[config.mk]
export PLATFORM = sky130hd
export DESIGN_NAME = sound_mixer_nch
export DESIGN_NICKNAME = d
export VERILOG_FILES = /design/src/rtl/sound_mixer_nch.sv
export SDC_FILE = /design/constraint.sdc
export NUM_CORES = 1
export LEC_CHECK = 0
export CAP_MARGIN = 10
export CORE_ASPECT_RATIO = 1.4
export CORE_MARGIN = 10
export CORE_UTILIZATION = 62
export DETAILED_ROUTE_END_ITERATION = 16
export GPL_ROUTABILITY_DRIVEN = 0
export PLACE_DENSITY = 0.87
export SLEW_MARGIN = 20
export SYNTH_ARGS = -nofsm -noshare
export SYNTH_HDL_FRONTEND = slang
export SYNTH_SLANG_ARGS = --single-unit
[constraint.sdc]
create_clock -name clk -period 11.63 [get_ports clk]
set_clock_uncertainty 0.2 [all_clocks]
set_input_delay 2.326 -clock clk [delete_from_list [all_inputs] [get_ports clk]]
set_output_delay 2.326 -clock clk [all_outputs]
set_load 0.1 [all_outputs]
[src/rtl/sound_mixer_nch.sv]
// sound_mixer_nch: N-channel stereo mixer with per-channel/master shift volume, ramping, saturation
module sound_mixer_nch #(
  parameter int NCH = 4,
  parameter int IW = 16,
  parameter int OW = 16,
  parameter int SAMPLE_HZ = 48000,
  parameter int RAMP = 1
) (
  input  logic                  clk,
  input  logic                  rst,
  input  logic [27:0]           clock_rate,
  input  logic [NCH*IW-1:0]     ch_l,
  input  logic [NCH*IW-1:0]     ch_r,
  input  logic [NCH*5-1:0]      vol_l,
  input  logic [NCH*5-1:0]      vol_r,
  input  logic [NCH-1:0]        mute,
  input  logic [4:0]            master_l,
  input  logic [4:0]            master_r,
  input  logic                  clip_clr,
  output logic signed [OW-1:0]  out_l,
  output logic signed [OW-1:0]  out_r,
  output logic                  out_valid,
  output logic                  busy,
  output logic                  clip_l,
  output logic                  clip_r,
  output logic                  overrun
);
  localparam int CW = NCH > 1 ? $clog2(NCH) : 1;
  localparam int AW = IW + $clog2(NCH) + 1;
  localparam logic signed [AW-1:0] MAXV = {{(AW-OW+1){1'b0}}, {(OW-1){1'b1}}};
  localparam logic signed [AW-1:0] MINV = ~MAXV;
  typedef enum logic [1:0] {IDLE, CAPT, ACC, MAST} state_t;
  state_t state, state_nx;
  logic [27:0] cr_q;
  logic [31:0] sum, sum_add;
  logic tick;
  logic signed [IW-1:0] sl [NCH];
  logic signed [IW-1:0] sr [NCH];
  logic [4:0] el [NCH];
  logic [4:0] er [NCH];
  logic [NCH-1:0] mute_q;
  logic [4:0] ml, mr;
  logic [CW-1:0] idx;
  logic signed [AW-1:0] acc_l, acc_r, add_l, add_r, m_l, m_r;
  logic signed [OW-1:0] res_l, res_r;
  logic sat_l, sat_r;
  function automatic logic signed [AW-1:0] vol(input logic signed [AW-1:0] x, input logic [4:0] v);
    if (v == 5'd0) return '0;
    return x >>> (4'hF ^ v[4:1]);
  endfunction
  function automatic logic [4:0] step(input logic [4:0] c, input logic [4:0] t);
    return c < t ? c + 5'd1 : c > t ? c - 5'd1 : c;
  endfunction
  assign sum_add = sum + 32'(SAMPLE_HZ);
  assign tick = cr_q != '0 && sum_add >= 32'(cr_q);
  assign busy = state != IDLE;
  always_comb begin
    state_nx = state == IDLE ? (tick ? CAPT : IDLE) :
               state == CAPT ? ACC :
               state == ACC ? (idx == CW'(NCH-1) ? MAST : ACC) : IDLE;
    add_l = mute_q[idx] ? '0 : vol(AW'(sl[idx]), el[idx]);
    add_r = mute_q[idx] ? '0 : vol(AW'(sr[idx]), er[idx]);
    m_l = vol(acc_l, ml);
    m_r = vol(acc_r, mr);
    sat_l = m_l > MAXV || m_l < MINV;
    sat_r = m_r > MAXV || m_r < MINV;
    res_l = m_l > MAXV ? MAXV[OW-1:0] : m_l < MINV ? MINV[OW-1:0] : m_l[OW-1:0];
    res_r = m_r > MAXV ? MAXV[OW-1:0] : m_r < MINV ? MINV[OW-1:0] : m_r[OW-1:0];
  end
  always_ff @(posedge clk) begin
    if (rst) begin
      state <= IDLE;
      cr_q <= '0;
      sum <= '0;
      idx <= '0;
      acc_l <= '0;
      acc_r <= '0;
      mute_q <= '0;
      ml <= '0;
      mr <= '0;
      out_l <= '0;
      out_r <= '0;
      out_valid <= 1'b0;
      clip_l <= 1'b0;
      clip_r <= 1'b0;
      overrun <= 1'b0;
      for (int k = 0; k < NCH; k++) begin
        sl[k] <= '0;
        sr[k] <= '0;
        el[k] <= '0;
        er[k] <= '0;
      end
    end else begin
      state <= state_nx;
      cr_q <= clock_rate;
      sum <= tick ? sum_add - 32'(cr_q) : cr_q != '0 ? sum_add : sum;
      out_valid <= state == MAST;
      overrun <= !clip_clr && (overrun || (tick && state != IDLE));
      clip_l <= !clip_clr && (clip_l || (state == MAST && sat_l));
      clip_r <= !clip_clr && (clip_r || (state == MAST && sat_r));
      if (state == CAPT) begin
        for (int k = 0; k < NCH; k++) begin
          sl[k] <= ch_l[k*IW +: IW];
          sr[k] <= ch_r[k*IW +: IW];
          el[k] <= RAMP == 0 ? vol_l[k*5 +: 5] : step(el[k], vol_l[k*5 +: 5]);
          er[k] <= RAMP == 0 ? vol_r[k*5 +: 5] : step(er[k], vol_r[k*5 +: 5]);
        end
        mute_q <= mute;
        ml <= master_l;
        mr <= master_r;
        acc_l <= '0;
        acc_r <= '0;
        idx <= '0;
      end
      if (state == ACC) begin
        acc_l <= acc_l + add_l;
        acc_r <= acc_r + add_r;
        idx <= idx + 1'b1;
      end
      if (state == MAST) begin
        out_l <= res_l;
        out_r <= res_r;
      end
    end
  end
endmodule

Yosys cells after proc, flatten, opt, wreduce, memory -nomap -nowiden. Memory sizes are Yosys's and may differ from the RTL's. A register that Yosys moved wholly into a read port is not among the register bits. Cells that the tools add are included.

Register bits: 152. Memory bits (writable): 168. Input bits: 213. Output and inout port bits: 37. Word-level logic and storage cells: 189. Memories kept: 4.

$add $sub $neg: 21. $lt $le $gt $ge: 22. Equality and inequality tests: 4. Shifts and indexed selects: 4. Muxes and demuxes: 77. Bitwise logic cells: 20. Reductions and logical operators: 22.

Memories: sl (words 4, bits a word 16, rd ports 1, clocked after Yosys merged registers in 1, write ports 4, line 37) `logic signed [IW-1:0] sl [NCH];`; sr (words 4, bits a word 16, rd ports 1, clocked after Yosys merged registers in 1, write ports 4, line 38) `logic signed [IW-1:0] sr [NCH];`; el (words 4, bits a word 5, rd ports 5, clocked after Yosys merged registers in 1, write ports 4, line 39) `logic [4:0] el [NCH];`; er (words 4, bits a word 5, rd ports 5, clocked after Yosys merged registers in 1, write ports 4, line 40) `logic [4:0] er [NCH];`.

Operator list (count): $mux W19 (13); $mux W16 (12); $mux W5 (24); $mux W32 (2); $add A5 B1 Y5 const B (8); $gt A5 B5 Y1 (8); $lt A5 B5 Y1 (8); $sub A5 B1 Y5 const B (8); $add A19 B19 Y19 (2); $gt A19 B16 Y1 const B (2); $lt A19 B16 Y1 const B (2); $sshr A16 B4 Y19 (2); $sshr A19 B4 Y19 (2); $add A32 B16 Y32 const B (1); $ge A32 B28 Y1 (1); $sub A32 B28 Y32 (1); $reduce_bool A28 Y1 (1); $mux W2 (13); $logic_not A5 Y1 (4); $not A4 Y4 (4); $or A1 B1 Y1 (16); $mux W1 (12); $logic_and A1 B1 Y1 (7); $eq A2 B2 Y1 const B (3); 8 further kinds (14).

Longest topological paths before layout. Gate-level depths: netlist (run 1).

Depth in word-level cells: 8. Depth in mapped cells: 24. Mapped depth without buffers: 20.

Least setup slack after synthesis (run 1). OpenSTA, ideal clock, no wires.

Kind: register -> register. From: reg with a tool-made name. To: reg acc_l[18]. Library setup time: 0.144 ns. Data arrival time: 5.006 ns. Data required time: 11.286 ns. Setup slack: 6.280 ns. Cell stages (with the launch flop): 25. Path buffers: 4. Path through: dfxtp_1 -> clkbuf_1 -> buf_2 -> mux4_2 -> buf_2 -> buf_1 -> mux2i_1 -> mux2i_1 -> nand2_1 -> o21ai_0 -> nor2_1 -> a311oi_1 -> ha_1 -> inv_1 -> fa_1 -> nor2b_1 -> o21a_1 -> o21ai_0 -> a21oi_1 -> a41oi_1 -> a2111oi_0 -> nor2_1 -> a21oi_1 -> o21bai_1 -> o311ai_0.

RTL lines: to (signal assigned) (line 116) `acc_l <= acc_l + add_l;`; to (decl) (line 44) `logic signed [AW-1:0] acc_l, acc_r, add_l, add_r, m_l, m_r;`.

==> impl_metrics.ini, run 1 <==
[final_layout]
final_cell_mix = clkdlybuf4s50_1, nor2_1, a21oi_1
fin_cells = 2885
seqCellArea_um2 = 8130
finalNetCount = 2765
final_common_cell = clkdlybuf4s50_1
multiInputGateArea_um2 = 12300
layout-drive-gt1-share_pct = 7.11
fin_area_um2 = 25200
fillers = 2352
n_antenna_cell = 0
area_growth_syn_to_layout_pct = 18.4

[power_and_ir_drop]
p_per_area_nw_per_um2 = 228
pwr-share-comb_pct = 49.3
p_switching_uw = 2340
pwr-share-seq_pct = 30.1
intPower_uw = 3420
peakVddDrop_v = 0.000147
total_power_uw = 5760
p_sw_share_pct = 40.7
power.leakage_uw = 0.0101
clockPowerShare_pct = 20.6

[clocking]
post_cts_buffers = 0
clkSlewWorstSetupHoldPaths_ns = 0.06
cts_tree = yes
cts.sinks = 322
htree_num_levels = 2
cts_buffers = 35
clock_path_buffers = 3
clock_latency_ns = 0.54
cts_resized = 0
hold_buffers = 0
root_buffer = clkbuf_16

[logic_synthesis]
yosysTopAreaCell = edfxtp_1
synth-compound-area-share_pct = 14.0
synth_top_family_by_area = simple AND/OR/NAND/NOR gates
yosys_most_used_dff = edfxtp_1
ys_ff_latch = 322
synth_adder_area_share_pct = 8.89
syn_nets = 2592
synth_top_area_share_pct = 23.7
synth_area_leaders = edfxtp_1, dfxtp_1, ha_1
ys_async_sr_fraction_pct = 0
netlist_instances = 2234
seq_area_frac_synth_pct = 38.1
syn_avg_cell_area_um2 = 9.55
synth_cell_types = 76
synth.mux.area_fraction_pct = 12.9
synth_xor_area_share_pct = 3.94
ys_warn_count = 0
yosys.area_share.simple_pct = 17.9
synth-edff-count = 168
synth_area_um2 = 21300

[routing]
drtIter0Drc = 1269
num_vias = 17400
drc = 0
wl_um = 54900
post_drt_wl_per_cell_um = 19.0
first_pass_iters = 7
antenna_left = 0
vias_per_cell = 6.04

[grt]
antenna_found_initial = 1
grt_max_degree = 129
grt_pass1_wl_um = 88300
gr-total-overflow = 0
grt_use_total_pct = 25.3
grt_pass1_vias = 17900

[timing]
worst_slew_pin_slew_ns = 1.07
drv_slew = 0
setup_tns_ns = 0
slew_headroom_pct = 28.9
fin_crit_sh_pct = 52.6
min_period_ns = 6.12
finalHoldViolCount = 0
rsz0062_at_grt = no
fmax_mhz = 163
whs_ns = 0.262
finalSetupViolCount = 0

[min_path]
hold_class = reg -> reg

[worst_setup_path]
startpoint_type = register
end_kind = register
cp_max_fo = 42
r2r_setup_slack_ns = 5.51
required_ns = 11.85
crit_type = reg -> reg
arrival_ns = 6.34

[floorplanning]
die_w_um = 177
start_util_pct = 62.7
io_pins = 250
core-area_um2 = 34000
fp-row-count = 80
die_h_um = 239
die-area_um2 = 42300

[placement]
dp.cells = 2821
portBuffers = 249
hpwl_um = 40800
placed_cell_area_um2 = 24000

[outcome]
outcome = complete, no violations

[flow_run]
maxCapViolations = 0
## final cells by class
cell class                      count  area share (%)
Clock buffer                       39            3.57
Clock inverter                     25            1.26
Multi-Input combinational cell   1673            48.8
Tap cell                          451            2.24
Inverter                          111            1.65
Sequential cell                   322            32.2
Timing Repair Buffer              264            10.3
## metal layers
metal / track usage, % / vias up / wire length [um]
met5: 0 / - / 10
met4: 11.6 / 2 / 2130
met3: 4.95 / 148 / 3290
met2: 45.1 / 601 / 28300
met1: 28.4 / 8279 / 21100
li1: - / 8409 / -
## worst paths after layout
| check | startpoint | endpoint | depth (start not counted) |
|---|---|---|---|
| worst max-delay path | register | acc_r[18]$_SDFFE_PP0N_ | 20 |
| worst min-delay path | sum[5]$_SDFFE_PP0P_ | sum[5]$_SDFFE_PP0P_ | 2 |
| worst max register to register | register | acc_r[18]$_SDFFE_PP0N_ | 20 |
| worst min register to register | sum[5]$_SDFFE_PP0P_ | sum[5]$_SDFFE_PP0P_ | 2 |
## Yosys cell counts, types with 8 or more instances
cell type / number
a211oi_1: 27
a21o_1: 43
a21oi_1: 169
a22oi_1: 24
a311oi_1: 10
a31oi_1: 15
and2_1: 142
and3_1: 15
buf_1: 22
clkbuf_1: 99
dfxtp_1: 154
edfxtp_1: 168
fa_1: 11
ha_1: 134
inv_1: 110
mux2_2: 12
mux2i_1: 127
mux4_2: 60
nand2_1: 163
nand2b_1: 20
nand3_1: 36
nand4_1: 20
nor2_1: 199
nor2b_1: 55
nor3_1: 56
nor4_1: 14
o21a_1: 24
o21ai_0: 82
o21bai_1: 8
or3_1: 19
xnor2_1: 65
xor2_1: 31
## power by group through the flow
stage	Combinational, uW	Clock [uW]	Sequential [uW]
2_1_floorplan	2180	0	1690
3_3_place_gp	2650	0	1720
3_5_place_dp	2780	0	1750
4_1_cts	2800	1200	1730
5_1_grt	3140	1240	1760
6_report	2840	1190	1730
## flip-flops by register name (all words and copies together), names as in the netlist, 4 cells and up, named ones only
signal  cells
mute_q      4
sum        32
er         20
acc_r      19
out_l      16
sl         64
cr_q       28
el         20
mr          5
sr         64
out_r      16
ml          5
acc_l      19
## critical path, cell delays in order, from the launching register on
cell and delay (ns):
dfxtp_2 0.31, buf_4 0.61, mux4_2 0.85, mux2_2 0.33
a21oi_1 0.07, o21ai_0 0.24, nor2_1 0.07, a311oi_1 0.30
ha_1 0.22, inv_1 0.05, fa_1 0.39, nor2b_1 0.18
o21a_1 0.15, o21ai_0 0.15, a211oi_1 0.34, nor2_1 0.13
a2111oi_0 0.73, nor3_1 0.18, nor2_1 0.14, a21oi_1 0.05
a311o_1 0.27
## logic make-up after synthesis
kind of cell    after synthesis
fa+ha+maj                   145
xor+xnor                     96
buf+inv                     239
mux                         199
simple gates                765
flops                       322
compound gates              468
## metrics by stage
stage	utilization, %	worst slack, ns
2_1_floorplan	-	6.28
3_3_place_gp	70.6	5.86
3_5_place_dp	70.6	5.67
4_1_cts	74.2	5.53
5_1_grt	74.2	4.91
6_report	74.2	5.51
Power figures use the tool's default switching activity.
==> run 2, diff against run 1 <==
--- a/config.mk
+++ b/config.mk
@@ -8,10 +8,10 @@
 export CAP_MARGIN = 10
 export CORE_ASPECT_RATIO = 1.4
 export CORE_MARGIN = 10
-export CORE_UTILIZATION = 62
+export CORE_UTILIZATION = 58
 export DETAILED_ROUTE_END_ITERATION = 16
 export GPL_ROUTABILITY_DRIVEN = 0
-export PLACE_DENSITY = 0.87
+export PLACE_DENSITY = 0.82
 export SLEW_MARGIN = 20
 export SYNTH_ARGS = -nofsm -noshare
 export SYNTH_HDL_FRONTEND = slang
==> constraint.sdc (replaced) <==
create_clock -name clk -period 5.98 [get_ports clk]
set_clock_uncertainty 0.2 [all_clocks]
set_input_delay 1.196 -clock clk [delete_from_list [all_inputs] [get_ports clk]]
set_output_delay 1.196 -clock clk [all_outputs]
set_load 0.1 [all_outputs]
==> run 2 against run 1 <==
Compared with the run above: critical path depth is the same; worst setup slack worse by 5.0 ns; maximum frequency up 12%; hold slack better by 0.00065 ns; via count down 0.83%; final area about the same; first-iteration DRC count rose by 3.5%; global-route usage down 2.0 points; sequential share of layout area hardly changed; combinational power grew 95%; largest power group unchanged; sequential power up 94%.
==> impl_metrics.ini, run 2 (synthesis results as in run 1) <==
[placement]
portBuffers = 249
hpwl_um = 40800

[timing]
min_period_ns = 5.48
finalSetupViolCount = 0
finalHoldViolCount = 0
fin_crit_sh_pct = 91.6
drv_slew = 0
fmax_mhz = 183
slew_headroom_pct = 30.3
rsz0062_at_grt = no
setup_tns_ns = 0
worst_slew_pin_slew_ns = 1.04

[worst_setup_path]
end_kind = register
required_ns = 6.19
crit_type = reg -> reg
startpoint_type = register
cp_max_fo = 19
arrival_ns = 5.69

[clocking]
cts.sinks = 322
hold_buffers = 0
htree_num_levels = 2
root_buffer = clkbuf_16
cts_tree = yes
clkSlewWorstSetupHoldPaths_ns = 0.06
clock_path_buffers = 3
cts_buffers = 35
clock_latency_ns = 0.54

[final_layout]
final_core_util_pct = 69.1
area_growth_syn_to_layout_pct = 18.5
reg_top3 = sl: 64 flops, sr: 64 flops, sum: 32 flops
finalNetCount = 2769
layout-drive-gt1-share_pct = 7.06
final_common_cell = clkdlybuf4s50_1
final_cell_mix = clkdlybuf4s50_1, nor2_1, a21oi_1

[grt]
gr-total-overflow = 0
antenna_found_initial = 1
grt_pass1_wl_um = 87700
grt_pass1_vias = 17600
grt_use_total_pct = 23.4
grt_max_degree = 135

[routing]
vias_per_cell = 5.95
first_pass_iters = 5
drtIter0Drc = 1314
drc = 0
wl_um = 54500
post_drt_wl_per_cell_um = 18.8
num_vias = 17300
antenna_left = 0

[power_and_ir_drop]
p_switching_uw = 4540
clockPowerShare_pct = 19.6
intPower_uw = 6530
peakVddDrop_v = 0.000503
p_sw_share_pct = 41.0
power.leakage_uw = 0.0101
pwr-share-comb_pct = 50.0
total_power_uw = 11100
pwr-share-seq_pct = 30.4
p_per_area_nw_per_um2 = 438

[min_path]
worstHoldStart = sum[3]$_SDFFE_PP0P_
hold_class = reg -> reg

[floorplanning]
core-area_um2 = 36600
fp-row-count = 83
die_h_um = 247
io_pins = 250
start_util_pct = 58.3
die-area_um2 = 45000
die_w_um = 182

[outcome]
outcome = complete, no violations

[flow_run]
maxCapViolations = 0
==> run 2: changes by cell type in the layout (fill, tap and decap cells not counted), moves of 2 or more <==
cell / delta
bufinv_16: -4
clkbuf_1: +4
clkbuf_8: +3
buf_12: +2
clkinv_1: -2
clkinv_2: -2
clkinv_4: -2
==> run 2: metrics by stage <==
stage	cells	hold slack, ns	cell area (um2)	setup slack, ns
2_1_floorplan	2234	0.236	21300	0.630
3_3_place_gp	2839	0.244	24100	0.613
3_5_place_dp	2839	0.256	24100	0.446
4_1_cts	2902	0.264	25200	0.426
5_1_grt	2905	0.290	25300	0.0463
6_report	2905	0.263	25300	0.504
==> run 2: power by group through the flow <==
stage	combinational, uW	clock [uW]	sequential [uW]
3_5_place_dp	5410	0	3390
2_1_floorplan	4230	0	3290
5_1_grt	6130	2290	3420
3_3_place_gp	5210	0	3340
6_report	5530	2170	3360
4_1_cts	5460	2210	3350
==> run 2: worst paths after layout <==
path	slack (ns)	endpoint	cells past startpoint
worst min-delay path	0.26	sum[3]$_SDFFE_PP0P_	2
worst min register to register	0.26	sum[3]$_SDFFE_PP0P_	2
worst max register to register	0.50	acc_r[18]$_SDFFE_PP0N_	20
worst max-delay path	0.50	acc_r[18]$_SDFFE_PP0N_	20
==> run 2: final cells by class <==
class	count	area [um2]
fill	2797	11300
inverter	111	417
clock buffer	46	957
multi-input combinational	1674	12300
clock inverter	17	180
timing repair buffer	267	2660
tap	467	584
sequential	322	8130
antenna	1	2.50
==> run 2: repair_timing <==
action	CTS	global route
setup buffers	0	0
gates resized for setup	0	1
setup endpoints to repair	0	2
==> run 2: routing by layer <==
layer  part of all wire, %  GRT usage, %  routed length, um  up-vias
li1                      -             -                  -     8424
met1                    39          27.0              21300     8138
met2                    50          41.1              27400      589
met3                   6.2          4.84               3380      144
met4                   4.4          9.97               2420        0
met5                     0             0                  0        -
==> run 2: worst max-delay path, stage by stage (launching register included) <==
cell	delay [ns]
dfxtp_2	0.51
mux4_2	0.83
mux2i_1	0.23
mux2i_1	0.25
nand2_1	0.08
o21ai_0	0.12
nor2_1	0.07
a311oi_1	0.33
ha_1	0.23
inv_1	0.05
fa_1	0.38
nor2b_1	0.18
o21a_1	0.14
o21ai_0	0.18
a211oi_1	0.33
nor2_1	0.13
a2111oi_1	0.50
nor3_1	0.15
nor2_1	0.13
a21oi_1	0.05
a311o_1	0.26
